`src/rtl/blake2_ctrl.sv`:
```
// Byte-stream front end for a BLAKE2 compression core: splits the message into
// BB-byte blocks, zero-pads the final block and tracks the total byte count.
// Optional keyed mode is enabled by defining BLAKE2_CTRL_KEY_EN.
//
// state | meaning
// IDLE  | no message; counters and flags clear
// LOAD  | accepting stream bytes and forwarding them to the core
// PAD   | emitting 0x00 fill bytes up to the end of the block
// WAIT  | block complete; waiting for the core to finish compressing it
// DONE  | one-cycle digest-ready pulse
module blake2_ctrl #(
    parameter int BB   = 128,
    parameter int LL_W = 64
) (
    input  logic            clk,
    input  logic            nreset,
    input  logic            s_valid_i,
    input  logic [7:0]      s_data_i,
    input  logic            s_last_i,
    output logic            s_ready_o,
    input  logic [7:0]      kk_i,
    output logic            core_data_v_o,
    output logic [7:0]      core_data_o,
    output logic            core_block_first_o,
    output logic            core_block_last_o,
    output logic [LL_W-1:0] core_ll_o,
    input  logic            core_valid_i,
    output logic            busy_o,
    output logic            done_o
);
    localparam int            CW      = $clog2(BB);
    localparam logic [CW-1:0] CNT_MAX = CW'(BB - 1);

    localparam logic [2:0] ST_IDLE = 3'd0;
    localparam logic [2:0] ST_LOAD = 3'd1;
    localparam logic [2:0] ST_PAD  = 3'd2;
    localparam logic [2:0] ST_WAIT = 3'd3;
    localparam logic [2:0] ST_DONE = 3'd4;

    logic [2:0]      state_q, state_d;
    logic [CW-1:0]   cnt_q, cnt_d;
    logic [LL_W-1:0] ll_q, ll_d;
    logic            first_q, first_d;
    logic            last_q, last_d;
    logic            accept;
    logic            cnt_end;
    logic            pad_go;

`ifdef BLAKE2_CTRL_KEY_EN
    logic [7:0]  kk_q, kk_d;
    logic        key_q, key_d;
    logic        kk_sample;
    logic        key_now;
    logic        key_end;
    logic [7:0]  kk_cur;
    logic [15:0] kk_last;

    // kk_i is only meaningful on the very first byte of a message
    assign kk_sample = accept && first_q && (cnt_q == '0);
    assign kk_cur    = kk_sample ? kk_i : kk_q;
    assign key_now   = kk_sample ? (kk_i != 8'h00) : key_q;
    assign kk_last   = 16'(kk_cur) - 16'd1;
    assign key_end   = key_now && ((16'(cnt_q) == kk_last) || s_last_i);
`else
    logic unused_kk;
    assign unused_kk = ^kk_i;
`endif

    assign accept  = (state_q == ST_LOAD) && s_valid_i;
    assign cnt_end = (cnt_q == CNT_MAX);

    always_comb begin
        state_d = state_q;
        cnt_d   = cnt_q;
        ll_d    = ll_q;
        first_d = first_q;
        last_d  = last_q;
        pad_go  = 1'b0;
`ifdef BLAKE2_CTRL_KEY_EN
        kk_d    = kk_q;
        key_d   = key_q;
`endif
        case (state_q)
            ST_IDLE: begin
                if (s_valid_i) begin
                    state_d = ST_LOAD;
                    first_d = 1'b1;
                end
            end
            ST_LOAD: begin
                if (s_valid_i) begin
                    cnt_d  = cnt_q + CW'(1);
                    ll_d   = ll_q + LL_W'(1);
                    pad_go = s_last_i;
                    if (s_last_i) begin
                        last_d = 1'b1;
                    end
`ifdef BLAKE2_CTRL_KEY_EN
                    if (kk_sample) begin
                        kk_d = kk_i;
                    end
                    // key bytes are not counted individually; the whole key block counts as BB
                    if (key_now) begin
                        key_d  = !key_end;
                        ll_d   = key_end ? (ll_q + LL_W'(BB)) : ll_q;
                        pad_go = key_end;
                    end
`endif
                    if (cnt_end) begin
                        state_d = ST_WAIT;
                    end else if (pad_go) begin
                        state_d = ST_PAD;
                    end
                end
            end
            ST_PAD: begin
                cnt_d = cnt_q + CW'(1);
                if (cnt_end) begin
                    state_d = ST_WAIT;
                end
            end
            ST_WAIT: begin
                if (core_valid_i) begin
                    first_d = 1'b0;
                    state_d = last_q ? ST_DONE : ST_LOAD;
                end
            end
            ST_DONE: begin
                state_d = ST_IDLE;
                cnt_d   = '0;
                ll_d    = '0;
                first_d = 1'b0;
                last_d  = 1'b0;
`ifdef BLAKE2_CTRL_KEY_EN
                kk_d    = 8'h00;
                key_d   = 1'b0;
`endif
            end
            default: begin
                state_d = ST_IDLE;
                cnt_d   = '0;
                ll_d    = '0;
                first_d = 1'b0;
                last_d  = 1'b0;
            end
        endcase
    end

    always_ff @(posedge clk or negedge nreset) begin
        if (!nreset) begin
            state_q <= ST_IDLE;
            cnt_q   <= '0;
            ll_q    <= '0;
            first_q <= 1'b0;
            last_q  <= 1'b0;
`ifdef BLAKE2_CTRL_KEY_EN
            kk_q    <= 8'h00;
            key_q   <= 1'b0;
`endif
        end else begin
            state_q <= state_d;
            cnt_q   <= cnt_d;
            ll_q    <= ll_d;
            first_q <= first_d;
            last_q  <= last_d;
`ifdef BLAKE2_CTRL_KEY_EN
            kk_q    <= kk_d;
            key_q   <= key_d;
`endif
        end
    end

    assign s_ready_o          = (state_q == ST_LOAD);
    assign core_data_v_o      = accept || (state_q == ST_PAD);
    assign core_data_o        = accept ? s_data_i : 8'h00;
    assign core_block_first_o = first_q;
    assign core_block_last_o  = last_q || (accept && s_last_i);
    // in LOAD the count already includes the byte being accepted this cycle
    assign core_ll_o          = (state_q == ST_LOAD) ? ll_d : ll_q;
    assign busy_o             = (state_q != ST_IDLE);
    assign done_o             = (state_q == ST_DONE);

endmodule

```
`config.mk`:
```
export PLATFORM = sky130hd
export DESIGN_NAME = blake2_ctrl
export DESIGN_NICKNAME = d
export VERILOG_FILES = /design/src/rtl/blake2_ctrl.sv
export SDC_FILE = /design/constraint.sdc
export NUM_CORES = 1
export LEC_CHECK = 0
export ABC_AREA = 1
export CORE_MARGIN = 2
export CORE_UTILIZATION = 50
export CTS_BUF_LIST = sky130_fd_sc_hd__clkbuf_8
export DETAILED_ROUTE_END_ITERATION = 10
export PLACE_DENSITY = 0.79
export REMOVE_ABC_BUFFERS = 1
export SLEW_MARGIN = 30
export SYNTH_ARGS = -nofsm -noshare
export SYNTH_HDL_FRONTEND = slang
export SYNTH_SLANG_ARGS = --single-unit
```
`constraint.sdc`:
```
create_clock -name clk -period 1.9 [get_ports clk]
set_input_delay 0.38 -clock clk [delete_from_list [all_inputs] [get_ports clk]]
set_output_delay 0.38 -clock clk [all_outputs]
set_load 0.01 [all_outputs]
```
==> impl_metrics.csv, run 1 <==
group,metric,value,unit
logic_synthesis,ys_ff_latch,76,
run_status,firstError,"[ERROR DPL-0038] Utilization greater than 100%, impossible to legalize",
floorplanning,die_h,111,µm
logic_synthesis,synth-seq-area-share,0.333,
logic_synthesis,yosys.area.top_type,"dfrtp_1",
logic_synthesis,synthSimpleGateAreaFrac,0.393,
place,numPortBuffers,90,
clock_network,cts_buffers,9,
logic_synthesis,yosysTopAreaCellShare,0.333,
logic_synthesis,synth_compound_area_frac,0.167,
place,gp_congestion,0.983,
sta,worstEpCategory,"output port",
run_status,status,"did not finish",
logic_synthesis,synthAdderAreaFrac,0.00439,
floorplanning,chipWidth,111,µm
clock_network,root_buffer,"clkbuf_8",
logic_synthesis,synth_top_family_by_area,"simple AND/OR/NAND/NOR gates",
logic_synthesis,ys_types,39,
logic_synthesis,synth_xor_area_frac,0.00461,
logic_synthesis,muxShareOfSynthArea,0,
floorplanning,initial_core_util,0.506,
clock_network,cts.sinks,76,
run_status,lastStage,"global routing",
clock_network,ctsLongestPathBuffers,2,
logic_synthesis,synth_edf_count,0,
logic_synthesis,synthesis.area,5700,µm²
clock_network,h-tree-depth,3,
floorplanning,rows,39,
logic_synthesis,synth-async-reset-ratio,1.00,
logic_synthesis,synth.avg_cell_area,6.32,µm²
logic_synthesis,synth_ff_type,"dfrtp_1",
sta,worstEndpointGrtRepair,"core_ll_o[30]",
logic_synthesis,yosys_warnings,0,
logic_synthesis,syn_inst,902,
place,dp_hpwl,14900,µm
place,dp_slack,-1.13,ns
global_route,grt_max_degree,52,
floorplanning,io_pins,99,
logic_synthesis,synthTopCellsByArea,"dfrtp_1 33%, nand2_1 16%, o21ai_0 11%",
[timing repair]
item / CTS
hold buffers: 1
buffers inserted: 114
pin swaps: 94
gates resized for setup: 621
gates cloned: 0
setup endpoints to repair: 81
endpoints found under the hold margin: 25
[logic make-up after synthesis]
kind of cell	Yosys count
AND/OR/NAND/NOR	495
adder cells (fa/ha/maj)	2
AO/OA/AOI/OAI	182
XOR/XNOR	3
flip-flops	76
buffers and inverters	144
[synthesized netlist by cell type (2+ instances only)]
cell type and count:
o21bai_1 5, nand3_1 79, or2_2 2, dfrtp_1 76, nor3_1 21, nand2_2 6, nand2_4 2, nand4_1 15
o21ai_0 127, o21ai_1 9, a31oi_1 3, nor3b_1 2, buf_2 10, nor2_2 12, nand2_1 239, nor2_1 97
inv_1 111, ha_1 2, nor3_2 9, inv_2 9, xor2_1 2, a21oi_1 28, clkbuf_1 12, nor2_4 6
o211ai_1 4
[through the flow]
stage	util	hold WS, ns	cells	instance area, µm²
2_1_floorplan	-	0.0844	878	5600
3_3_place_gp	0.718	0.320	1290	8090
3_5_place_dp	0.718	0.319	1290	8090
4_1_cts	0.858	0.433	1413	9670
==> run 2: changes to the inputs <==
- CORE_UTILIZATION: 50 -> 40
- CTS_BUF_LIST: sky130_fd_sc_hd__clkbuf_8 -> not set
- PLACE_DENSITY: 0.79 -> not set
- PLACE_DENSITY_LB_ADDON: not set -> 0.15
- clock period: 1.9 -> 2.5 ns (I/O delays scaled with it)
==> run 2 against run 1 <==
Compared with the run above:
- the flow now finishes, with violations (setup timing)
- synthesized area unchanged
- synthesized cell count did not move
==> impl_metrics.csv, run 2 <==
group,metric,value,unit
power,comb_power_share,0.558,
clock_network,ctsLongestPathBuffers,2,
route,drtIter0Drc,623,
floorplanning,rows,43,
clock_network,root_buffer,"clkbuf_16",
sta,setup_viol,52,
final_layout,finalNonFillerCells,1416,
critical_path,path_max_fanout,3,
floorplanning,core_area,13900,µm²
worst_hold_path,hp-class,"in -> async",
floorplanning,chipWidth,123,µm
critical_path,path_delay_family,"simple AND/OR/NAND/NOR gates",
route,ant_nets,0,
sta,timing.slew.headroom,0.663,
sta,finalClockSkew,0.00996,ns
clock_network,cts.sinks,76,
logic_synthesis,synthesis.area,5700,µm²
power,switchingPower,3650,µW
logic_synthesis,synthTopCellsByArea,"dfrtp_1 33%, nand2_1 16%, o21ai_0 11%",
logic_synthesis,synth_top_family_by_area,"simple AND/OR/NAND/NOR gates",
clock_network,h-tree-depth,3,
global_route,grt_max_degree,48,
final_layout,largest_reg_flops,64,
sta,min_period,2.70,ns
floorplanning,fp.dieArea,15200,µm²
logic_synthesis,synthAdderAreaFrac,0.00439,
final_layout,layout-drive-gt1-share,0.477,
flow_run,max_cap_viol_count,0,
floorplanning,die_h,123,µm
power,ir_drop,0.762,mV
final_layout,final_cell_mix,"199 x buf_4, 176 x nand2_1, 101 x inv_1",
critical_path,cp_num_buf_inv,3,
sta,fin_setup_tns,-5.27,ns
logic_synthesis,ys_types,39,
route,num_vias,7649,
place,dp_hpwl,15300,µm
sta,hold_viol,0,
sta,max_freq,371,MHz
power,p_clk_frac,0.181,
route,drc,0,
critical_path,worstPathArrival,2.20,ns
logic_synthesis,synth-async-reset-ratio,1.00,
sta,post-route-period-util,1.08,
final_layout,fin_util,0.718,
route,firstDrtPassIters,6,
logic_synthesis,synth_xor_area_frac,0.00461,
global_route,grt_pass1_vias,6943,
power,p_leak,0.00488,µW
logic_synthesis,synth_common_cells,"239 x nand2_1, 127 x o21ai_0, 111 x inv_1",
logic_synthesis,yosysMostFrequentCell,"nand2_1",
critical_path,cp_slowest_cell,"dfrtp_1",
critical_path,path_cells,"nand2_2 -> buf_4 -> buf_4 -> nor2_2 -> nand2_2 -> nor2_4 -> nand2_4 -> nor2_4 -> o211ai_1 -> o21ai_2 -> buf_2",
logic_synthesis,synth_edf_count,0,
logic_synthesis,yosysTopAreaCellShare,0.333,
sta,worst_slack,-0.197,ns
logic_synthesis,synth-seq-area-share,0.333,
final_layout,largest_register,"ll_q",
sta,holdWs,0.0877,ns
place,dpl.cell_count,1308,
critical_path,required,2.00,ns
logic_synthesis,syn_inst,902,
sta,slew_viol_final,0,
floorplanning,initial_core_util,0.411,
clock_network,cts_tree,"built",
final_layout,nets,1254,
final_layout,diodes,0,
sta,rsz0062_at_grt,"true",
logic_synthesis,ys_ff_latch,76,
run_status,status,"finished, violations left",
final_layout,final_common_cell,"buf_4",
route,vias_per_cell,5.40,
floorplanning,io_pins,99,
route,routed_wl,24800,µm
critical_path,end_kind,"output port",
logic_synthesis,synth.avg_cell_area,6.32,µm²
global_route,grt_first_pass_wirelength,35200,µm
logic_synthesis,yosys.area.top_type,"dfrtp_1",
critical_path,slowest_delay,0.42,ns
global_route,antenna_found_initial,0,
run_status,violations,"setup timing",
logic_synthesis,muxShareOfSynthArea,0,
place,gp_congestion,0.965,
clock_network,clk_latency,0.36,ns
clock_network,cts_buffers,9,
route,wl_per_cell,17.5,µm
logic_synthesis,synthSimpleGateAreaFrac,0.393,
power,pwr-share-seq,0.261,
critical_path,worstSetupStartpointType,"register",
critical_path,path_class,"reg -> out",
power,power,8100,µW
place,numPortBuffers,90,
final_layout,fill_cells,1055,
power,cellPowerDensity,813,nW/µm²
power,internal_power,4450,µW
clock_network,clk_pin_slew,0.07,ns
sta,worst_pin_slew,0.505,ns
logic_synthesis,yosys_warnings,0,
final_layout,top_regs,"ll_q x64, cnt_q x7, state_q x3",
global_route,grt.total_usage,0.301,
logic_synthesis,synth_ff_type,"dfrtp_1",
global_route,gr-total-overflow,0,
final_layout,area_delta_synth_final,74.8,%
logic_synthesis,synth_compound_area_frac,0.167,
power,netSwitchingFraction,0.451,
-- run 2: cell counts after synthesis --
No cell type changed its count.
-- run 2: path summary, 6_finish.rpt --
| check | startpoint | to | slack, ns | depth (start not counted) |
|---|---|---|---|---|
| min reg2reg | cnt_q[0]$_DFFE_PN0P_ | cnt_q[0]$_DFFE_PN0P_ | 0.52 | 1 |
| max | ll_q[15]$_DFF_PN0_ | core_ll_o[34] | -0.20 | 11 |
| max in group asynchronous | nreset | ll_q[42]$_DFF_PN0_ | 1.79 | 2 |
| min | nreset | ll_q[15]$_DFF_PN0_ | 0.09 | 1 |
| max reg2reg | ll_q[0]$_DFF_PN0_ | ll_q[62]$_DFF_PN0_ | 0.09 | 17 |
| min in group clk | cnt_q[0]$_DFFE_PN0P_ | cnt_q[0]$_DFFE_PN0P_ | 0.52 | 1 |
-- run 2: timing repair --
| item | 4_1_cts | 5_1_grt |
|---|---|---|
| buffers inserted | 67 | 38 |
| endpoints found under the setup margin | 75 | 67 |
| hold buffers | 0 | 0 |
| resized for setup | 471 | 195 |
| pin swaps | 95 | 84 |
-- run 2: cells by family after synthesis --
logic type,Yosys count
AND/OR/NAND/NOR,495
XOR/XNOR,3
AO/OA/AOI/OAI,182
adder cells (fa/ha/maj),2
flip-flops,76
buffers and inverters,144
-- run 2: worst reg2reg max path, cell delays in order (launching register included) --
cell and delay [ns]:
dfrtp_1 0.41, ha_4 0.20, inv_4 0.05, nor2_4 0.15, buf_6 0.12, nand2_4 0.04, nor2_4 0.16, buf_6 0.12
nand2_4 0.06, o21bai_1 0.17, nand3_2 0.11, buf_6 0.13, buf_4 0.12, buf_4 0.12, buf_4 0.12, buf_4 0.12
buf_4 0.12, nand2_2 0.04
-- run 2: routing by layer --
| metal | global-route usage | routed length (µm) | part of all wire |
|---|---|---|---|
| met3 | 0.0461 | 1630 | 0.066 |
| met2 | 0.488 | 12000 | 0.49 |
| met5 | 0 | 0 | 0 |
| met1 | 0.398 | 9900 | 0.40 |
| met4 | 0.131 | 1230 | 0.049 |
-- run 2: final cells by class --
class                      count  area, µm²  share of cell area
timing repair buffer         342       2740               0.275
clock inverter                 5       85.1             0.00854
tap                          180        225              0.0226
sequential                    76       1910               0.192
clock buffer                  11        233              0.0233
inverter                     120        458              0.0459
multi-input combinational    682       4320               0.433
-- run 2: through the flow --
stage / area, µm² / setup WS, ns
after CTS: 9230 / -0.180
final: 9970 / -0.197
after global placement: 7990 / -0.793
after floorplan: 5600 / -2.49
after global routing: 9970 / -0.341
after detailed placement: 7990 / -0.829
-- run 2: power groups by stage --
stage	sequential [µW]	combinational, µW	clock [µW]
5_1_grt	2160	4920	1520
2_1_floorplan	2000	1730	0
4_1_cts	2070	4080	1470
6_report	2120	4520	1460
3_3_place_gp	2050	4070	0
3_5_place_dp	2050	4100	0
(Power assumes the default switching activity.)
